### src/rtl/pc_stack_pkg.sv
// Shared definitions for the program-counter / return-stack slice:
// the FSM state encoding and the default geometry constants.
package pc_stack_pkg;

  localparam int unsigned DEF_ADDR_WIDTH  = 10;
  localparam int unsigned DEF_STACK_DEPTH = 16;

  typedef enum logic [1:0] {
    ST_RUN   = 2'd0,
    ST_HALT  = 2'd1,
    ST_FAULT = 2'd2
  } state_e;

endpackage

### src/rtl/pc_stack_unit_if.sv
// Decoder-side controls and PC-stage status bundled into one interface.
// The master drives controls and observes status; the slave is the PC stage.
interface pc_stack_unit_if import pc_stack_pkg::*; #(
  parameter int unsigned ADDR_WIDTH  = DEF_ADDR_WIDTH,
  parameter int unsigned STACK_DEPTH = DEF_STACK_DEPTH
);
  localparam int unsigned CW = $clog2(STACK_DEPTH) + 1;

  logic                  Stall;
  logic                  Resume;
  logic                  Halt;
  logic                  Jump;
  logic                  Branch;
  logic                  Branch_Cond;
  logic                  Stack_Enable;
  logic                  Stack_Write;
  logic [ADDR_WIDTH-1:0] Jump_Addr;
  logic [ADDR_WIDTH-1:0] Branch_Addr;
  logic [ADDR_WIDTH-1:0] PC;
  logic                  Halted;
  logic                  Fault;
  logic                  Stack_Overflow;
  logic                  Stack_Underflow;
  logic [CW-1:0]         Stack_Count;

  modport master (
    output Stall, Resume, Halt, Jump, Branch, Branch_Cond,
           Stack_Enable, Stack_Write, Jump_Addr, Branch_Addr,
    input  PC, Halted, Fault, Stack_Overflow, Stack_Underflow, Stack_Count
  );

  modport slave (
    input  Stall, Resume, Halt, Jump, Branch, Branch_Cond,
           Stack_Enable, Stack_Write, Jump_Addr, Branch_Addr,
    output PC, Halted, Fault, Stack_Overflow, Stack_Underflow, Stack_Count
  );

endinterface

### src/rtl/return_stack.sv
// LIFO return-address store: RAM plus an entry counter that doubles as the
// write pointer. Only the counter is reset; RAM contents survive reset.
module return_stack #(
  parameter  int unsigned WIDTH = 10,
  parameter  int unsigned DEPTH = 16,
  localparam int unsigned AW    = $clog2(DEPTH),
  localparam int unsigned CW    = AW + 1
) (
  input  logic             i_clk,
  input  logic             i_rst,
  input  logic             i_push,
  input  logic             i_pop,
  input  logic [WIDTH-1:0] i_data,
  output logic [WIDTH-1:0] o_top,
  output logic             o_full,
  output logic             o_empty,
  output logic [CW-1:0]    o_count
);

  logic [WIDTH-1:0] r_mem [DEPTH];
  logic [CW-1:0]    r_count;
  logic [AW-1:0]    w_wr_idx;
  logic [AW-1:0]    w_rd_idx;

  assign w_wr_idx = r_count[AW-1:0];
  assign w_rd_idx = w_wr_idx - AW'(1);
  assign o_full   = (r_count == CW'(DEPTH));
  assign o_empty  = (r_count == '0);
  assign o_count  = r_count;
  assign o_top    = r_mem[w_rd_idx];

  always_ff @(posedge i_clk) begin
    if (i_rst) begin
      r_count <= '0;
    end else if (i_push && !o_full) begin
      r_count <= r_count + CW'(1);
    end else if (i_pop && !o_empty) begin
      r_count <= r_count - CW'(1);
    end
  end

  always_ff @(posedge i_clk) begin
    if (i_push && !o_full) begin
      r_mem[w_wr_idx] <= i_data;
    end
  end

endmodule

### src/rtl/pc_stack_unit.sv
// Program-counter stage: RUN/HALT/FAULT state machine, next-PC selection
// and sticky stack-error flags around the return-address stack.
module pc_stack_unit import pc_stack_pkg::*; #(
  parameter int unsigned          ADDR_WIDTH  = DEF_ADDR_WIDTH,
  parameter int unsigned          STACK_DEPTH = DEF_STACK_DEPTH,
  parameter logic [ADDR_WIDTH-1:0] RESET_PC   = '0
) (
  input  logic            Clock,
  input  logic            Reset,
  pc_stack_unit_if.slave  bus
);

  localparam int unsigned CW = $clog2(STACK_DEPTH) + 1;

  state_e                r_state;
  state_e                w_state_nxt;
  logic [ADDR_WIDTH-1:0] r_pc;
  logic [ADDR_WIDTH-1:0] w_pc_nxt;
  logic [ADDR_WIDTH-1:0] w_pc_inc;
  logic                  r_ovf;
  logic                  r_unf;
  logic                  w_set_ovf;
  logic                  w_set_unf;
  logic                  w_push;
  logic                  w_pop;
  logic                  w_full;
  logic                  w_empty;
  logic [ADDR_WIDTH-1:0] w_top;
  logic [CW-1:0]         w_count;

  assign w_pc_inc = r_pc + ADDR_WIDTH'(1);

  return_stack #(
    .WIDTH (ADDR_WIDTH),
    .DEPTH (STACK_DEPTH)
  ) u_stack (
    .i_clk   (Clock),
    .i_rst   (Reset),
    .i_push  (w_push),
    .i_pop   (w_pop),
    .i_data  (w_pc_inc),
    .o_top   (w_top),
    .o_full  (w_full),
    .o_empty (w_empty),
    .o_count (w_count)
  );

  always_comb begin
    w_state_nxt = r_state;
    w_pc_nxt    = r_pc;
    w_push      = 1'b0;
    w_pop       = 1'b0;
    w_set_ovf   = 1'b0;
    w_set_unf   = 1'b0;
    case (r_state)
      ST_RUN: begin
        // Branch on priority: stall freezes everything, HALT beats stack ops.
        if (bus.Stall) begin
          w_state_nxt = ST_RUN;
        end else if (bus.Halt) begin
          w_state_nxt = ST_HALT;
        end else if (bus.Stack_Enable && bus.Stack_Write) begin
          if (w_full) begin
            w_set_ovf   = 1'b1;
            w_state_nxt = ST_FAULT;
          end else begin
            w_push   = 1'b1;
            w_pc_nxt = bus.Jump_Addr;
          end
        end else if (bus.Stack_Enable) begin
          if (w_empty) begin
            w_set_unf   = 1'b1;
            w_state_nxt = ST_FAULT;
          end else begin
            w_pop    = 1'b1;
            w_pc_nxt = w_top;
          end
        end else if (bus.Jump) begin
          w_pc_nxt = bus.Jump_Addr;
        end else if (bus.Branch && bus.Branch_Cond) begin
          w_pc_nxt = bus.Branch_Addr;
        end else begin
          w_pc_nxt = w_pc_inc;
        end
      end
      ST_HALT: begin
        if (bus.Resume) begin
          w_pc_nxt    = w_pc_inc;
          w_state_nxt = ST_RUN;
        end
      end
      ST_FAULT: w_state_nxt = ST_FAULT;
      default:  w_state_nxt = ST_FAULT;
    endcase
  end

  always_ff @(posedge Clock) begin
    if (Reset) begin
      r_state <= ST_RUN;
      r_pc    <= RESET_PC;
      r_ovf   <= 1'b0;
      r_unf   <= 1'b0;
    end else begin
      r_state <= w_state_nxt;
      r_pc    <= w_pc_nxt;
      r_ovf   <= r_ovf | w_set_ovf;
      r_unf   <= r_unf | w_set_unf;
    end
  end

  assign bus.PC              = r_pc;
  assign bus.Halted          = (r_state != ST_RUN);
  assign bus.Fault           = (r_state == ST_FAULT);
  assign bus.Stack_Overflow  = r_ovf;
  assign bus.Stack_Underflow = r_unf;
  assign bus.Stack_Count     = w_count;

endmodule

### src/flat_wrapper.sv
// flat-port wrapper written by rule: the top's interface ports become plain ports
module pc_stack_unit_flat import pc_stack_pkg::*;
#(
  parameter int unsigned          ADDR_WIDTH  = DEF_ADDR_WIDTH,
  parameter int unsigned          STACK_DEPTH = DEF_STACK_DEPTH,
  parameter logic [ADDR_WIDTH-1:0] RESET_PC   = '0
)
  (Clock, Reset, bus_Stall, bus_Resume, bus_Halt, bus_Jump, bus_Branch, bus_Branch_Cond, bus_Stack_Enable, bus_Stack_Write, bus_Jump_Addr, bus_Branch_Addr, bus_PC, bus_Halted, bus_Fault, bus_Stack_Overflow, bus_Stack_Underflow, bus_Stack_Count);
  pc_stack_unit_if #(.ADDR_WIDTH(ADDR_WIDTH), .STACK_DEPTH(STACK_DEPTH)) bus_i ();
  input  logic Clock;
  input  logic Reset;
  input wire logic [$bits(bus_i.Stall)-1:0] bus_Stall;
  input wire logic [$bits(bus_i.Resume)-1:0] bus_Resume;
  input wire logic [$bits(bus_i.Halt)-1:0] bus_Halt;
  input wire logic [$bits(bus_i.Jump)-1:0] bus_Jump;
  input wire logic [$bits(bus_i.Branch)-1:0] bus_Branch;
  input wire logic [$bits(bus_i.Branch_Cond)-1:0] bus_Branch_Cond;
  input wire logic [$bits(bus_i.Stack_Enable)-1:0] bus_Stack_Enable;
  input wire logic [$bits(bus_i.Stack_Write)-1:0] bus_Stack_Write;
  input wire logic [$bits(bus_i.Jump_Addr)-1:0] bus_Jump_Addr;
  input wire logic [$bits(bus_i.Branch_Addr)-1:0] bus_Branch_Addr;
  output wire logic [$bits(bus_i.PC)-1:0] bus_PC;
  output wire logic [$bits(bus_i.Halted)-1:0] bus_Halted;
  output wire logic [$bits(bus_i.Fault)-1:0] bus_Fault;
  output wire logic [$bits(bus_i.Stack_Overflow)-1:0] bus_Stack_Overflow;
  output wire logic [$bits(bus_i.Stack_Underflow)-1:0] bus_Stack_Underflow;
  output wire logic [$bits(bus_i.Stack_Count)-1:0] bus_Stack_Count;
  assign bus_i.Stall = bus_Stall;
  assign bus_i.Resume = bus_Resume;
  assign bus_i.Halt = bus_Halt;
  assign bus_i.Jump = bus_Jump;
  assign bus_i.Branch = bus_Branch;
  assign bus_i.Branch_Cond = bus_Branch_Cond;
  assign bus_i.Stack_Enable = bus_Stack_Enable;
  assign bus_i.Stack_Write = bus_Stack_Write;
  assign bus_i.Jump_Addr = bus_Jump_Addr;
  assign bus_i.Branch_Addr = bus_Branch_Addr;
  assign bus_PC = bus_i.PC;
  assign bus_Halted = bus_i.Halted;
  assign bus_Fault = bus_i.Fault;
  assign bus_Stack_Overflow = bus_i.Stack_Overflow;
  assign bus_Stack_Underflow = bus_i.Stack_Underflow;
  assign bus_Stack_Count = bus_i.Stack_Count;
  pc_stack_unit #(.ADDR_WIDTH(ADDR_WIDTH), .STACK_DEPTH(STACK_DEPTH), .RESET_PC(RESET_PC)) u_core (.Clock(Clock), .Reset(Reset), .bus(bus_i));
endmodule
### config.mk
export PLATFORM = sky130hd
export DESIGN_NAME = pc_stack_unit_flat
export DESIGN_NICKNAME = d
export VERILOG_FILES = /design/src/rtl/pc_stack_pkg.sv /design/src/rtl/pc_stack_unit_if.sv /design/src/rtl/return_stack.sv /design/src/rtl/pc_stack_unit.sv /design/src/flat_wrapper.sv
export SDC_FILE = /design/constraint.sdc
export NUM_CORES = 1
export LEC_CHECK = 0
export ABC_AREA = 1
export BUFFER_PORTS_ARGS = -buffer_cell sky130_fd_sc_hd__buf_2
export CAP_MARGIN = 25
export CORE_ASPECT_RATIO = 0.9
export CORE_MARGIN = 2
export CORE_UTILIZATION = 60
export DETAILED_ROUTE_END_ITERATION = 8
export PLACE_DENSITY = 0.79
export SLEW_MARGIN = 20
export SYNTH_ARGS = -nofsm -noshare
export SYNTH_HDL_FRONTEND = slang
export SYNTH_SLANG_ARGS = --single-unit
### constraint.sdc
create_clock -name Clock -period 2.6 [get_ports Clock]
set_input_delay 0.26 -clock Clock [delete_from_list [all_inputs] [get_ports Clock]]
set_output_delay 0.26 -clock Clock [all_outputs]
set_load 0.01 [all_outputs]
==> impl_metrics.json <==
{
  "antenna_cells": 0,
  "place_hpwl_mm": 13.5,
  "finalCritPeriodShare_pct": 88.1,
  "slowest_delay_ns": 0.51,
  "grt_pass1_wl_mm": 32.3,
  "relSlewSlack_pct": 37.0,
  "grt_overflow": 0,
  "ff_latch_area_um2": 5190,
  "p_total_mw": 6.47,
  "setup_slack_ns": 0.310,
  "numCtsBuffers": 17,
  "drive_gt1_share_pct": 15.0,
  "insertion_delay_ns": 0.42,
  "core_um2": 13400,
  "ys_warn_count": 0,
  "die_h_um": 115,
  "worstPathArrival_ns": 2.65,
  "io_pins": 49,
  "clkSinkCount": 179,
  "rsz0062_at_grt": "no",
  "worstRegToRegCells": 12,
  "ys_ff_latch": 179,
  "antenna_left": 0,
  "viasPerCell": 5.96,
  "p_seq_share_pct": 50.0,
  "synth_cell_type_count": 37,
  "worstSetupPathType": "flop to flop",
  "p_per_area_nw_per_um2": 694,
  "fmax_mhz": 437,
  "drtIter0Drc": 826,
  "n_fill_cell": 1020,
  "crit_slowest_cell": "buf_4",
  "dp.cells": 1034,
  "dp_slack_ns": 0.360,
  "synth.avg_cell_area_um2": 10.0,
  "crit_top_cell": "nand2_1",
  "path_max_fanout": 63,
  "grt_max_degree": 89,
  "synth.net_count": 863,
  "nNetsFinal": 925,
  "vdd_drop_max_mv": 0.697,
  "path_cells": "inv_2, buf_4, nand3_1, nand2_1, nand2_1, inv_1, nand3_1, nand2_1, nand2_1, nand3_1, nand2_1, a21oi_1",
  "fin_crit_ns": 2.29,
  "intPower_mw": 4.88,
  "synthCells": 823,
  "dr_total_vias": 6353,
  "synth_ff_type": "edfxtp_1",
  "sw_frac_of_total_pct": 24.7,
  "skew_ns": 0.00737,
  "cp.required_ns": 2.96,
  "multi_input_area_um2": 2620,
  "pwr-share-clk_pct": 37.8,
  "ys_seq_area_share_pct": 62.8,
  "wl_per_cell_um": 19.7,
  "htree_levels": 4,
  "grt_pass1_vias": 6096,
  "finalInstanceArea_um2": 9330,
  "crit_cells": 12,
  "cts_resized": 0,
  "globalplace.congestion": 0.970,
  "die_area_um2": 14700,
  "hp-class": "input pin to flop",
  "critPathBufInv": 3,
  "grtUsageTotal_pct": 29.8,
  "tightestPinTransition_ns": 0.945,
  "setup_violations": 0,
  "firstDrtPassIters": 5,
  "min_path_cells": 3,
  "synth_top_cell_area_share_pct": 58.2,
  "setup_tns_ns": 0,
  "initial_core_util_pct": 61.5,
  "final_max_slew_viol_count": 0,
  "fp.dieW_um": 128,
  "critPathLaunchType": "flop",
  "wl_mm": 21.0,
  "postCtsHoldBufs": 0,
  "cts_tree": "yes",
  "critPathTopFamily": "buffers and inverters",
  "root_buffer": "clkbuf_16",
  "cts.clk_slew.worst_paths_ns": 0.06,
  "combinationalPowerShare_pct": 12.3,
  "syn_area_um2": 8260,
  "synth-edff-count": 160,
  "max_cap_viol_count": 0,
  "remaining_drc_errors": 0,
  "fin_util_pct": 69.6,
  "synthTopCellsByArea": "edfxtp_1 (58%), nand2_1 (7.0%), nor2_1 (6.5%)",
  "place_area_um2": 8750,
  "p_leak_nw": 3.72,
  "stdcell_count": 1066,
  "crit_path_end_kind": "flop",
  "place.port_buffers": 48,
  "antenna_found_initial": 0,
  "core.rowCount": 40,
  "p_switching_mw": 1.60,
  "hold_slack_ns": 0.0808,
  "syn_to_final_growth_pct": 13.0,
  "outcome": "finished clean",
  "clk_path_buf_depth": 2,
  "synthArstFlopShare_pct": 0,
  "final-hold-violation-count": 0,
  "cts_setup_buffers": 0,
  "yosys.area.top_type": "edfxtp_1"
}
==> flip-flops by register name, summed over array words and instances, names as in the netlist <==
| register | flops |
|---|---|
| u_core.bus.PC | 10 |
| u_core.bus.Stack_Overflow | 1 |
| u_core.u_stack.r_mem | 160 |
| u_core.u_stack.o_count | 5 |
| u_core.r_state | 2 |
| u_core.bus.Stack_Underflow | 1 |
==> worst min-delay path, cell delays in order <==
cell and delay, ns:
buf_2 0.08, a21oi_1 0.05, nor2_1 0.08
==> path summary, 6_finish.rpt <==
check / to / start / slack, ns
worst max-delay path: u_core.bus.PC[9] / u_core.u_stack.o_count[0] / 0.31
worst min-delay path: u_core.r_state[0] / bus_Halt / 0.08
worst max register to register: u_core.bus.PC[9] / u_core.u_stack.o_count[0] / 0.31
worst min register to register: u_core.bus.Stack_Overflow / u_core.bus.Stack_Overflow / 0.47
==> layer usage <==
layer  track usage (%)  up-vias  wire, um
met5                 0        -         0
met4              11.9        0       509
met3              6.61       44      1910
met2              48.0      299      9990
met1              40.0     3069      8600
li1                  -     2941         -
==> cell usage after synthesis, types with 2 or more instances <==
cell type,instances
o21ai_1,13
xor2_1,5
edfxtp_1,160
o211ai_1,22
buf_2,20
inv_2,4
nand2_1,153
a21oi_1,25
o21ai_0,81
nor3_2,3
dfxtp_1,19
o22ai_1,4
inv_1,56
buf_6,5
nand4_1,3
xnor2_1,2
nor2_1,142
a21oi_2,4
ha_1,9
or2_2,4
buf_4,5
buf_1,2
nor2_4,2
nand3_1,62
clkbuf_1,6
==> layout make-up <==
| type | count | area share [%] |
|---|---|---|
| sequential | 179 | 55.6 |
| multi-input combinational | 545 | 28.1 |
| clock buffer | 25 | 5.77 |
| timing repair buffer | 82 | 5.44 |
| inverter | 60 | 2.41 |
| tap | 168 | 2.25 |
| clock inverter | 7 | 0.469 |
==> cell families (layout without fill, tap and decap cells) <==
logic type      count (synthesis)  in the layout  synth area share [%]
simple gates                  376            376                  19.1
flops                         179            179                  62.8
compound gates                152            152                  10.2
buf+inv                        99            174                  5.50
fa+ha+maj                      10             10                  1.61
xor+xnor                        7              7                 0.743
==> power groups by stage <==
| stage | Clock (mW) | Sequential, mW | Combinational (mW) |
|---|---|---|---|
| 2_1_floorplan | 0 | 3.30 | 0.499 |
| 3_3_place_gp | 0 | 3.29 | 0.757 |
| 3_5_place_dp | 0 | 3.29 | 0.774 |
| 4_1_cts | 2.47 | 3.23 | 0.781 |
| 5_1_grt | 2.59 | 3.24 | 0.870 |
| 6_report | 2.44 | 3.23 | 0.796 |
==> placed cells by master, fill, tap and decap left out, types with 5 or more instances in the layout <==
master / n
edfxtp_1: 160
nand2_1: 153
nor2_1: 142
o21ai_0: 81
nand3_1: 62
inv_1: 56
buf_2: 48
buf_4: 33
a21oi_1: 25
o211ai_1: 22
clkbuf_16: 19
dfxtp_1: 18
o21ai_1: 13
ha_1: 8
xor2_1: 5
Power figures use the tool's default switching activity.
